File: src/rtl/div_pkg.sv
// Shared types and constants for the restoring-divider scheduler.
package div_pkg;

  typedef enum logic [1:0] {
    IDLE = 2'd0,
    CALC = 2'd1,
    DONE = 2'd2
  } div_state_t;

  localparam int unsigned NUM_REQ = 2;

endpackage

File: src/rtl/restore_div_step.sv
// Single-step unsigned restoring divider datapath: p (partial remainder),
// a (dividend shifting into quotient), b (divisor). One step per enable.
module restore_div_step #(
  parameter int unsigned n = 64
) (
  input  logic         clk,
  input  logic         reset,
  input  logic         load,
  input  logic         en,
  input  logic [n-1:0] a_i,
  input  logic [n-1:0] b_i,
  output logic [n-1:0] p_nxt_o,
  output logic [n-1:0] a_nxt_o
);

  logic [n-1:0] p_q, p_d;
  logic [n-1:0] a_q, a_d;
  logic [n-1:0] b_q, b_d;
  logic [n:0]   p_sh;
  logic [n-1:0] diff;
  logic         ge;

  // One restoring step from the current registers; also selects load/step/hold.
  always_comb begin
    p_sh = {p_q, a_q[n-1]};
    ge   = (p_sh >= {1'b0, b_q});
    // When the subtraction succeeds the result is below b, so n bits are exact.
    diff = p_sh[n-1:0] - b_q;
    if (ge) begin
      p_nxt_o = diff;
      a_nxt_o = {a_q[n-2:0], 1'b1};
    end else begin
      p_nxt_o = p_sh[n-1:0];
      a_nxt_o = {a_q[n-2:0], 1'b0};
    end
    p_d = p_q;
    a_d = a_q;
    b_d = b_q;
    if (load) begin
      p_d = '0;
      a_d = a_i;
      b_d = b_i;
    end else if (en) begin
      p_d = p_nxt_o;
      a_d = a_nxt_o;
    end
  end

  // Datapath registers.
  always_ff @(posedge clk) begin
    if (reset) begin
      p_q <= '0;
      a_q <= '0;
      b_q <= '0;
    end else begin
      p_q <= p_d;
      a_q <= a_d;
      b_q <= b_d;
    end
  end

endmodule

File: src/rtl/restore_div_sched.sv
// Two-requester round-robin front end for a signed restoring divider.
// Optional macro RESTORE_DIV_SCHED_ZERO_BYPASS_EN: divide-by-zero skips CALC
// and responds one cycle after accept.
module restore_div_sched
  import div_pkg::*;
#(
  parameter int unsigned n = 64
) (
  input  logic               clk,
  input  logic               reset,
  input  logic [NUM_REQ-1:0] req_valid,
  output logic [NUM_REQ-1:0] req_ready,
  input  logic [n-1:0]       Dividend0,
  input  logic [n-1:0]       Divisor0,
  input  logic [n-1:0]       Dividend1,
  input  logic [n-1:0]       Divisor1,
  output logic               rsp_valid,
  input  logic               rsp_ready,
  output logic               rsp_id,
  output logic [n-1:0]       Quotient,
  output logic [n-1:0]       Remainder,
  output logic               div_zero,
  output logic               busy
);

  localparam int unsigned CW = $clog2(n);

  div_state_t   state_q, state_d;
  logic [CW-1:0] cnt_q, cnt_d;
  logic         rr_q, rr_d;
  logic         id_q, id_d;
  logic         qneg_q, qneg_d;
  logic         rneg_q, rneg_d;
  logic         dz_q, dz_d;
  logic [n-1:0] quot_q, quot_d;
  logic [n-1:0] rem_q, rem_d;

  logic         gnt_id;
  logic         accept;
  logic [n-1:0] dvd_sel, dvs_sel, dvd_mag, dvs_mag;
  logic [n-1:0] p_nxt, a_nxt;

  // Arbitration, operand selection and magnitude conversion.
  always_comb begin
    req_ready = '0;
    gnt_id    = rr_q;
    if (req_valid[0] && !req_valid[1]) gnt_id = 1'b0;
    else if (req_valid[1] && !req_valid[0]) gnt_id = 1'b1;
    if (state_q == IDLE && !reset && (req_valid != '0)) req_ready[gnt_id] = 1'b1;
    accept  = |(req_valid & req_ready);
    dvd_sel = gnt_id ? Dividend1 : Dividend0;
    dvs_sel = gnt_id ? Divisor1  : Divisor0;
    dvd_mag = dvd_sel[n-1] ? -dvd_sel : dvd_sel;
    dvs_mag = dvs_sel[n-1] ? -dvs_sel : dvs_sel;
  end

  restore_div_step #(.n(n)) u_step (
    .clk     (clk),
    .reset   (reset),
    .load    (accept),
    .en      (state_q == CALC),
    .a_i     (dvd_mag),
    .b_i     (dvs_mag),
    .p_nxt_o (p_nxt),
    .a_nxt_o (a_nxt)
  );

  // FSM next state, iteration count and result sign fix-up.
  always_comb begin
    state_d = state_q;
    cnt_d   = cnt_q;
    rr_d    = rr_q;
    id_d    = id_q;
    qneg_d  = qneg_q;
    rneg_d  = rneg_q;
    dz_d    = dz_q;
    quot_d  = quot_q;
    rem_d   = rem_q;
    case (state_q)
      IDLE: begin
        if (accept) begin
          rr_d    = ~gnt_id;
          id_d    = gnt_id;
          qneg_d  = dvd_sel[n-1] ^ dvs_sel[n-1];
          rneg_d  = dvd_sel[n-1];
          dz_d    = (dvs_sel == '0);
          cnt_d   = '0;
          state_d = CALC;
`ifdef RESTORE_DIV_SCHED_ZERO_BYPASS_EN
          if (dvs_sel == '0) begin
            quot_d  = '1;
            rem_d   = dvd_sel;
            state_d = DONE;
          end
`endif
        end
      end
      CALC: begin
        cnt_d = cnt_q + CW'(1);
        if (cnt_q == CW'(n - 1)) begin
          // Final step result is taken combinationally so DONE lands n cycles later.
          state_d = DONE;
          cnt_d   = '0;
          quot_d  = dz_q ? '1 : (qneg_q ? -a_nxt : a_nxt);
          rem_d   = rneg_q ? -p_nxt : p_nxt;
        end
      end
      DONE: begin
        if (rsp_ready) state_d = IDLE;
      end
      default: state_d = IDLE;
    endcase
  end

  // Control and result registers; reset discards any in-flight operation.
  always_ff @(posedge clk) begin
    if (reset) begin
      state_q <= IDLE;
      cnt_q   <= '0;
      rr_q    <= 1'b0;
      id_q    <= 1'b0;
      qneg_q  <= 1'b0;
      rneg_q  <= 1'b0;
      dz_q    <= 1'b0;
      quot_q  <= '0;
      rem_q   <= '0;
    end else begin
      state_q <= state_d;
      cnt_q   <= cnt_d;
      rr_q    <= rr_d;
      id_q    <= id_d;
      qneg_q  <= qneg_d;
      rneg_q  <= rneg_d;
      dz_q    <= dz_d;
      quot_q  <= quot_d;
      rem_q   <= rem_d;
    end
  end

  assign rsp_valid = (state_q == DONE);
  assign busy      = (state_q != IDLE);
  assign rsp_id    = id_q;
  assign Quotient  = quot_q;
  assign Remainder = rem_q;
  assign div_zero  = dz_q & rsp_valid;

endmodule

File: config.mk
export PLATFORM = sky130hd
export DESIGN_NAME = restore_div_sched
export DESIGN_NICKNAME = d
export VERILOG_FILES = /design/src/rtl/div_pkg.sv /design/src/rtl/restore_div_step.sv /design/src/rtl/restore_div_sched.sv
export SDC_FILE = /design/constraint.sdc
export NUM_CORES = 1
export LEC_CHECK = 0
export CAP_MARGIN = 20
export CELL_PAD_IN_SITES_DETAIL_PLACEMENT = 0
export CELL_PAD_IN_SITES_GLOBAL_PLACEMENT = 1
export CORE_MARGIN = 1.5
export CORE_UTILIZATION = 40
export CTS_CLUSTER_DIAMETER = 30
export DETAILED_ROUTE_END_ITERATION = 7
export PLACE_DENSITY_LB_ADDON = 0.1
export SLEW_MARGIN = 20
export SYNTH_ARGS = -nofsm -noshare
export SYNTH_HDL_FRONTEND = slang
export SYNTH_HIERARCHICAL = 1
export SYNTH_SLANG_ARGS = --single-unit
File: constraint.sdc
create_clock -name clk -period 7.1 [get_ports clk]
set_input_delay 0.71 -clock clk [delete_from_list [all_inputs] [get_ports clk]]
set_output_delay 0.71 -clock clk [all_outputs]
set_load 0.05 [all_outputs]
======== Yosys cells after proc, flatten, opt, wreduce, memory -nomap -nowiden ========
Index checks and enable logic that the tools add are counted.
storage, ports and cells
  flip-flop bits (word level) ............. 333
  input port bits ......................... 261
  output and inout bits ................... 134
  word-level logic and storage cells ...... 74
operators by class
  $add $sub $neg .......................... 6
  order comparisons ....................... 3
  eq/ne operators ......................... 6
  multiplexer cells ....................... 23
  bitwise operators ....................... 4
  reductions and logical operators ........ 20
operators with widths
  operator             count
  $mux 64              10
  $neg 64->64          4
  $ge 65x64->1         1
  $logic_not 64->1     1
  $sub 64x64->64       1
  $mux 6               2
  $pmux 6 s2           1
  $mux 2               4
  $reduce_bool 2->1    4
  $add 6x1->6 const B  1
  $eq 6x6->1 const B   1
  $pmux 2 s3           1
  $reduce_and 2->1     3
  $logic_and 1x1->1    5
  $mux 1               4
  $ne 2x2->1 const B   2
  $logic_not 1->1      3
  $reduce_and 3->1     1
  $reduce_or 3->1      1
  $and 2x2->2          1
  $eq 2x1->1 const B   1
  $eq 2x2->1 const B   1
  $logic_not 2->1      1
  $lt 1x2->1 const B   1
  other kinds (7)      7

======== Longest topological paths before layout ========
  word-level depth ........................ 13
  mapped depth ............................ 25
  mapped depth without buffers ............ 20

======== By module ========
Netlist, hierarchy kept.
modules (own cells, without submodules)
  module             times used  cells an instance  area an instance (um^2)  sequential area each (um^2)
  restore_div_sched  1           1779               13546.7                  2822.7
  restore_div_step   1           1670               13017.5                  3843.7

======== Worst setup path before layout ========
OpenSTA, ideal clock, no wires.
  path type ............................... reg-to-reg
  start point ............................. register u_step.b_q[16]
  end point ............................... register rem_q[60], in the netlist Remainder[60]
  setup time .............................. 0.086 ns
  data arrival time ....................... 5.297 ns
  required time ........................... 7.014 ns
  path slack .............................. 1.717 ns
  stages on the path, launching flop included .. 24
  path buffers ............................ 3
  clock period less this slack ............ 5.383 ns
  path through ............................ dfxtp_1 > inv_1 > ha_1 > buf_2 > a21o_1 > o21bai_1 > or3_1 > a211oi_2 > or2_1 > o21ai_2 > a2111o_1 > nand2_1 > inv_2 > buf_4 > buf_2 > nand2_1 > nand2_1 > or4_1 > nor3_2 > nand4_2 > or4b_1 > o41a_1 > xnor2_1 > a211oi_1
on the way
  word-level cells in the longest chain between the ends .. 4
  elaborated cells on any way between the ends .. 5
  classes of those cells .................. add/sub (2); order compare (1); mux (2)
ends and longest elaborated chain
  what                    line                      text
  start, declared         restore_div_step.sv:18    logic [n-1:0] b_q, b_d;
  start signal, assigned  restore_div_step.sv:54    b_q <= '0;
  start signal, assigned  restore_div_step.sv:58    b_q <= b_d;
  $ge 65x64->1            restore_div_step.sv:26    ge = (p_sh >= {1'b0, b_q});
  $mux 64                 restore_div_step.sv:29    if (ge) begin
  net p_nxt[7]            restore_div_sched.sv:41   logic [n-1:0] p_nxt, a_nxt;
  $neg 64->64             restore_div_sched.sv:105  rem_d = rneg_q ? -p_nxt : p_nxt;
  $mux 64                 restore_div_sched.sv:105
  end signal, assigned    restore_div_sched.sv:136  rem_q <= rem_d;
  end, declared           restore_div_sched.sv:36   logic [n-1:0] rem_q, rem_d;
The timed path passes the listed nets, and every way through them passes these cells.
A chain may end at the register's enable or synchronous reset.

======== Worst setup path in the final report ========
Ends and elaborated chain as after synthesis.

==> results.md <==
Drt:
- The total length of routed wires is 105,000 um.
- Once detail routing completed, the nets flagged for antenna violations numbered 0.
- Dividing the detail-routed via count by the number of cells gives 5.82.
- The remaining routing DRC violations is 0.
- The first detailed-routing pass took 5 iterations.
- The routed layout has around 27,000 vias.
- The initial DRC count is 2,976.
- The detail-routed net length per standard cell is 22.7 um.

Run:
- Max-cap violations in this run came to 0.

Placement:
- Including well taps, the total number of placed cells is 4,446.
- Summed over all nets, the half-perimeter wirelength after detailed placement is 82,000 um.
- Routability-driven placement finished with a final weighted congestion of 0.978.
- The post-detailed-placement cell area is 30,500 sq um.
- Before CTS, the worst setup slack after placement is 695 ps.
- The count of input and output buffers is 394.

Cells and area:
- The finished layout cell area is between 30,000 and 40,000 sq um.
- The number of diodes is 0.
- The register cell area after layout is between 6000 and 7000 sq um.
- The area of combinational cells with multiple inputs is approximately 18,000 sq um.
- In the final layout, the share of cells above drive strength 1 is 8.67%.
- At the end of the flow the core is filled with cells to 51.0%.
- Fill cells in the final layout number 6,195.
- The finished layout holds about 4,600 standard cells, fillers aside.
- The growth of design area from synthesis to finish is 26.3%.
- Leaving out fill and tap cells, the most frequent cell in the layout is nor2_1.
- After the last flow step, the layout net total stands at approximately 4,000.
- Leaving out fill and tap cells, the most frequent cells in the layout are 536 x nor2_1, 393 x clkdlybuf4s50_1, 330 x dfxtp_1, 241 x nand2_1, 209 x mux2i_1.

STA:
- The final critical-path share of the clock period is 91.1%.
- The shortest period the worst path allows is 6470 ps.
- The total negative slack for setup checks is 0 ps.
- Setup repair after global routing left no endpoint under its margin.
- Setup violations remaining at the end of the flow were counted as 0.
- Headroom to the max-slew limit came out at 26.5%.
- The number of endpoints with negative hold slack in the final report is 0.
- The minimum setup slack in the final design is ~630 ps.
- The transition time at the pin with the least slew margin is 1100 ps.
- The max-slew violation count was 0.
- The setup clock skew after layout is 35.7 ps.
- The timing-limited maximum frequency is 0.155 GHz.
- The worst hold margin is 456 ps.

Worst setup path:
- For the worst setup path, the data arrival time is 6980 ps.
- Along the worst path, the maximum fanout reaches 37.
- The worst setup path is captured at a flip-flop.
- For the worst setup path, the data required time is around 7600 ps.
- The worst setup path is launched from a flip-flop.
- The startpoint-to-endpoint class of the critical path is flip-flop to flip-flop.

Clock network:
- The post-CTS setup buffer count is 0.
- The number of CTS-inserted buffers is 86.
- The maximum number of buffers from clock root to sink is 3.
- The maximum level of the CTS H-tree is 3.
- After clock tree synthesis, the clock-pin slew on the worst setup and hold paths is 50 ps.
- The number of gates resized after CTS was 0.
- The count of hold buffers inserted by post-cts repair is 0.
- The number of sinks driven by the clock tree is about 330.
- The clock tree from TritonCTS is yes.
- The root buffer cell is clkbuf_16.
- The insertion delay of the later-clocked pin in the worst-skew pair is around 630 ps.

Pwr:
- Power comes to roughly 12 mW.
- The share of total power dissipated in combinational logic is 48.5%.
- The power spent charging and discharging nets is around 5.1 mW.
- The relative contribution of the clock network to total power is roughly a third.
- In this run the static leakage power is 13.1 nW.
- The switching fraction of total power is 42.6%.
- The internal power of the cells totals 6.91 mW.
- The part of the total power dissipated in sequential elements is 18.2%.
- Power spread over the standard cell area amounts to between 300 and 400 nW/um^2.
- The worst-case vdd ir drop is 0.233 mV.

Global routing:
- Global routing consumed, on the met3 layer, 5.22% of the routing resources.
- For met1 alone, demand over resource in global routing was 46.6%.
- The initial antenna violation count was 1.
- The global routing stage identified its most utilized layer as met1.
- In the global route stage, met2 resource usage came out at between 40% and 50%.
- The first global-routing pass estimated around 150,000 um of wire.
- The global-route usage over all layers is 29.7%.
- Entering global routing, the biggest net connects 195 pins.
- The number of global-route vias before repair is 24,600.
- After global routing the overflow that remains totals 0.

Floorplanning:
- The number of top-level pins is 395.
- The area of the placeable core is 65,700 sq um.
- The x dimension of the die is roughly 260 um.
- The die footprint is 68,000 sq um.
- From bottom edge to top edge, the die measures 261 um.
- For this configuration, the core starts out at a cell density of 40.4%.
- The initialized floorplan defines 94 standard-cell rows.

Logic synthesis:
- In the synthesized netlist, the number of instances is 3,449.
- Sequential elements use 25.1% of the synthesized area.
- The flip-flop and latch count after synthesis is approximately 330.
- Counting distinct cell types in the post-synthesis netlist gives 99.
- The number of synthesis warnings is 6.
- The cell area after synthesis is 26,600 sq um.
- The cell type with the largest total area after synthesis is dfxtp_1.
- The fraction of synthesis flops using an asynchronous set or reset pin is 0%.
- When the netlist entered floorplanning its net count stood at approximately 3,800.
- The share of synthesized area in the top cell type comes to 25.1%.
- The dominant register cell in the synthesized netlist is dfxtp_1.
- The synthesized design contains 0 enable-type register cells.
- The average cell area after synthesis is between 7 and 8 sq um.
- By area the synthesized netlist is led by dfxtp_1 25%, mux2i_1 8.0%, nor2_1 7.6%, xnor2_1 5.3%, xor2_1 4.3%.

Status:
- The flow ran to the end, and the final reports show no timing, DRC or antenna violations.

Min path:
- The min-delay analysis places its worst path in the category flip-flop to flip-flop.
-- cell families (layout without fill, tap and decap cells) --
family / count (synthesis) / after routing / synth area share [%]
compound gates: 915 / 915 / 24.1
simple gates: 1182 / 1182 / 20.8
fa+ha+maj: 70 / 70 / 3.33
xor+xnor: 291 / 291 / 9.59
mux: 248 / 248 / 9.86
flops: 333 / 333 / 25.1
buf+inv: 410 / 700 / 7.27
-- cell usage after synthesis (24+ instances only) --
master,number
a211o_1,44
a211oi_1,119
a21o_1,29
a21oi_1,209
a2bb2oi_1,41
a31oi_1,56
a41oi_1,43
and3_1,24
buf_1,25
buf_2,34
buf_4,81
clkbuf_1,157
dfxtp_1,333
ha_1,69
inv_1,106
mux2_4,24
mux2i_1,211
nand2_1,241
nand3_1,47
nand4_1,47
nor2_1,539
nor3_1,90
o21a_1,30
o21ai_0,124
o31ai_1,47
or2_2,37
or3_1,29
xnor2_1,161
xor2_1,130
-- layout make-up --
| cell class | count | share of cell area, % |
|---|---|---|
| well taps | 864 | 3.22 |
| clock buffers | 115 | 7.22 |
| inverters | 107 | 1.20 |
| clock inverters | 42 | 1.76 |
| multi-input cells | 2706 | 53.9 |
| repair buffers | 436 | 12.9 |
| flip-flops and latches | 333 | 19.9 |
-- worst paths after layout --
path | end | cells after the start | slack [ps] | startpoint
max | Remainder[60]$_SDFFE_PP0P_ | 21 | 630 | u_step/b_q[16]$_SDFFE_PP0P_
min | Remainder[13]$_SDFFE_PP0P_ | 2 | 460 | Remainder[13]$_SDFFE_PP0P_
max reg2reg | Remainder[60]$_SDFFE_PP0P_ | 21 | 630 | u_step/b_q[16]$_SDFFE_PP0P_
min reg2reg | Remainder[13]$_SDFFE_PP0P_ | 2 | 460 | Remainder[13]$_SDFFE_PP0P_
-- flip-flops by register name, indices dropped and copies added (netlist names) --
name and count:
Quotient 64, Remainder 64, u_step/a_q 64, u_step/b_q 64, u_step/p_q 64, cnt_q 6
state_q 2, dz_q 1, qneg_q 1, rneg_q 1, rr_q 1, rsp_id 1
-- power by group through the flow --
| stage | Sequential, mW | Combinational (mW) | Clock (mW) |
|---|---|---|---|
| 2_1_floorplan | 2.11 | 4.04 | 0 |
| 3_3_place_gp | 2.21 | 5.69 | 0 |
| 3_5_place_dp | 2.21 | 5.70 | 0 |
| 4_1_cts | 2.18 | 5.72 | 4.05 |
| 5_1_grt | 2.20 | 6.27 | 4.16 |
| 6_report | 2.19 | 5.83 | 4.00 |
-- metal layers --
layer | vias to the layer above | part of all wire, %
li1 | 12900 | -
met1 | 12800 | 51
met2 | 1036 | 40
met3 | 79 | 7.5
met4 | 2 | 1.2
met5 | - | 0.012
-- worst max-delay path: stages (launching register included) --
cell      delay, ps
dfxtp_1         330
inv_1            50
ha_1            380
a21o_1          250
o21bai_1        180
or3_1           400
a211oi_2        180
or2_1           240
o21ai_2         150
a2111o_1        510
nand2_1         120
buf_4           420
a21boi_0        280
inv_1           110
ha_1            190
or4b_1          530
nor3_2          350
nand4_2         240
or4b_1          590
o41a_1          440
xnor2_1         130
a211oi_1        230
(Power assumes the default switching activity.)
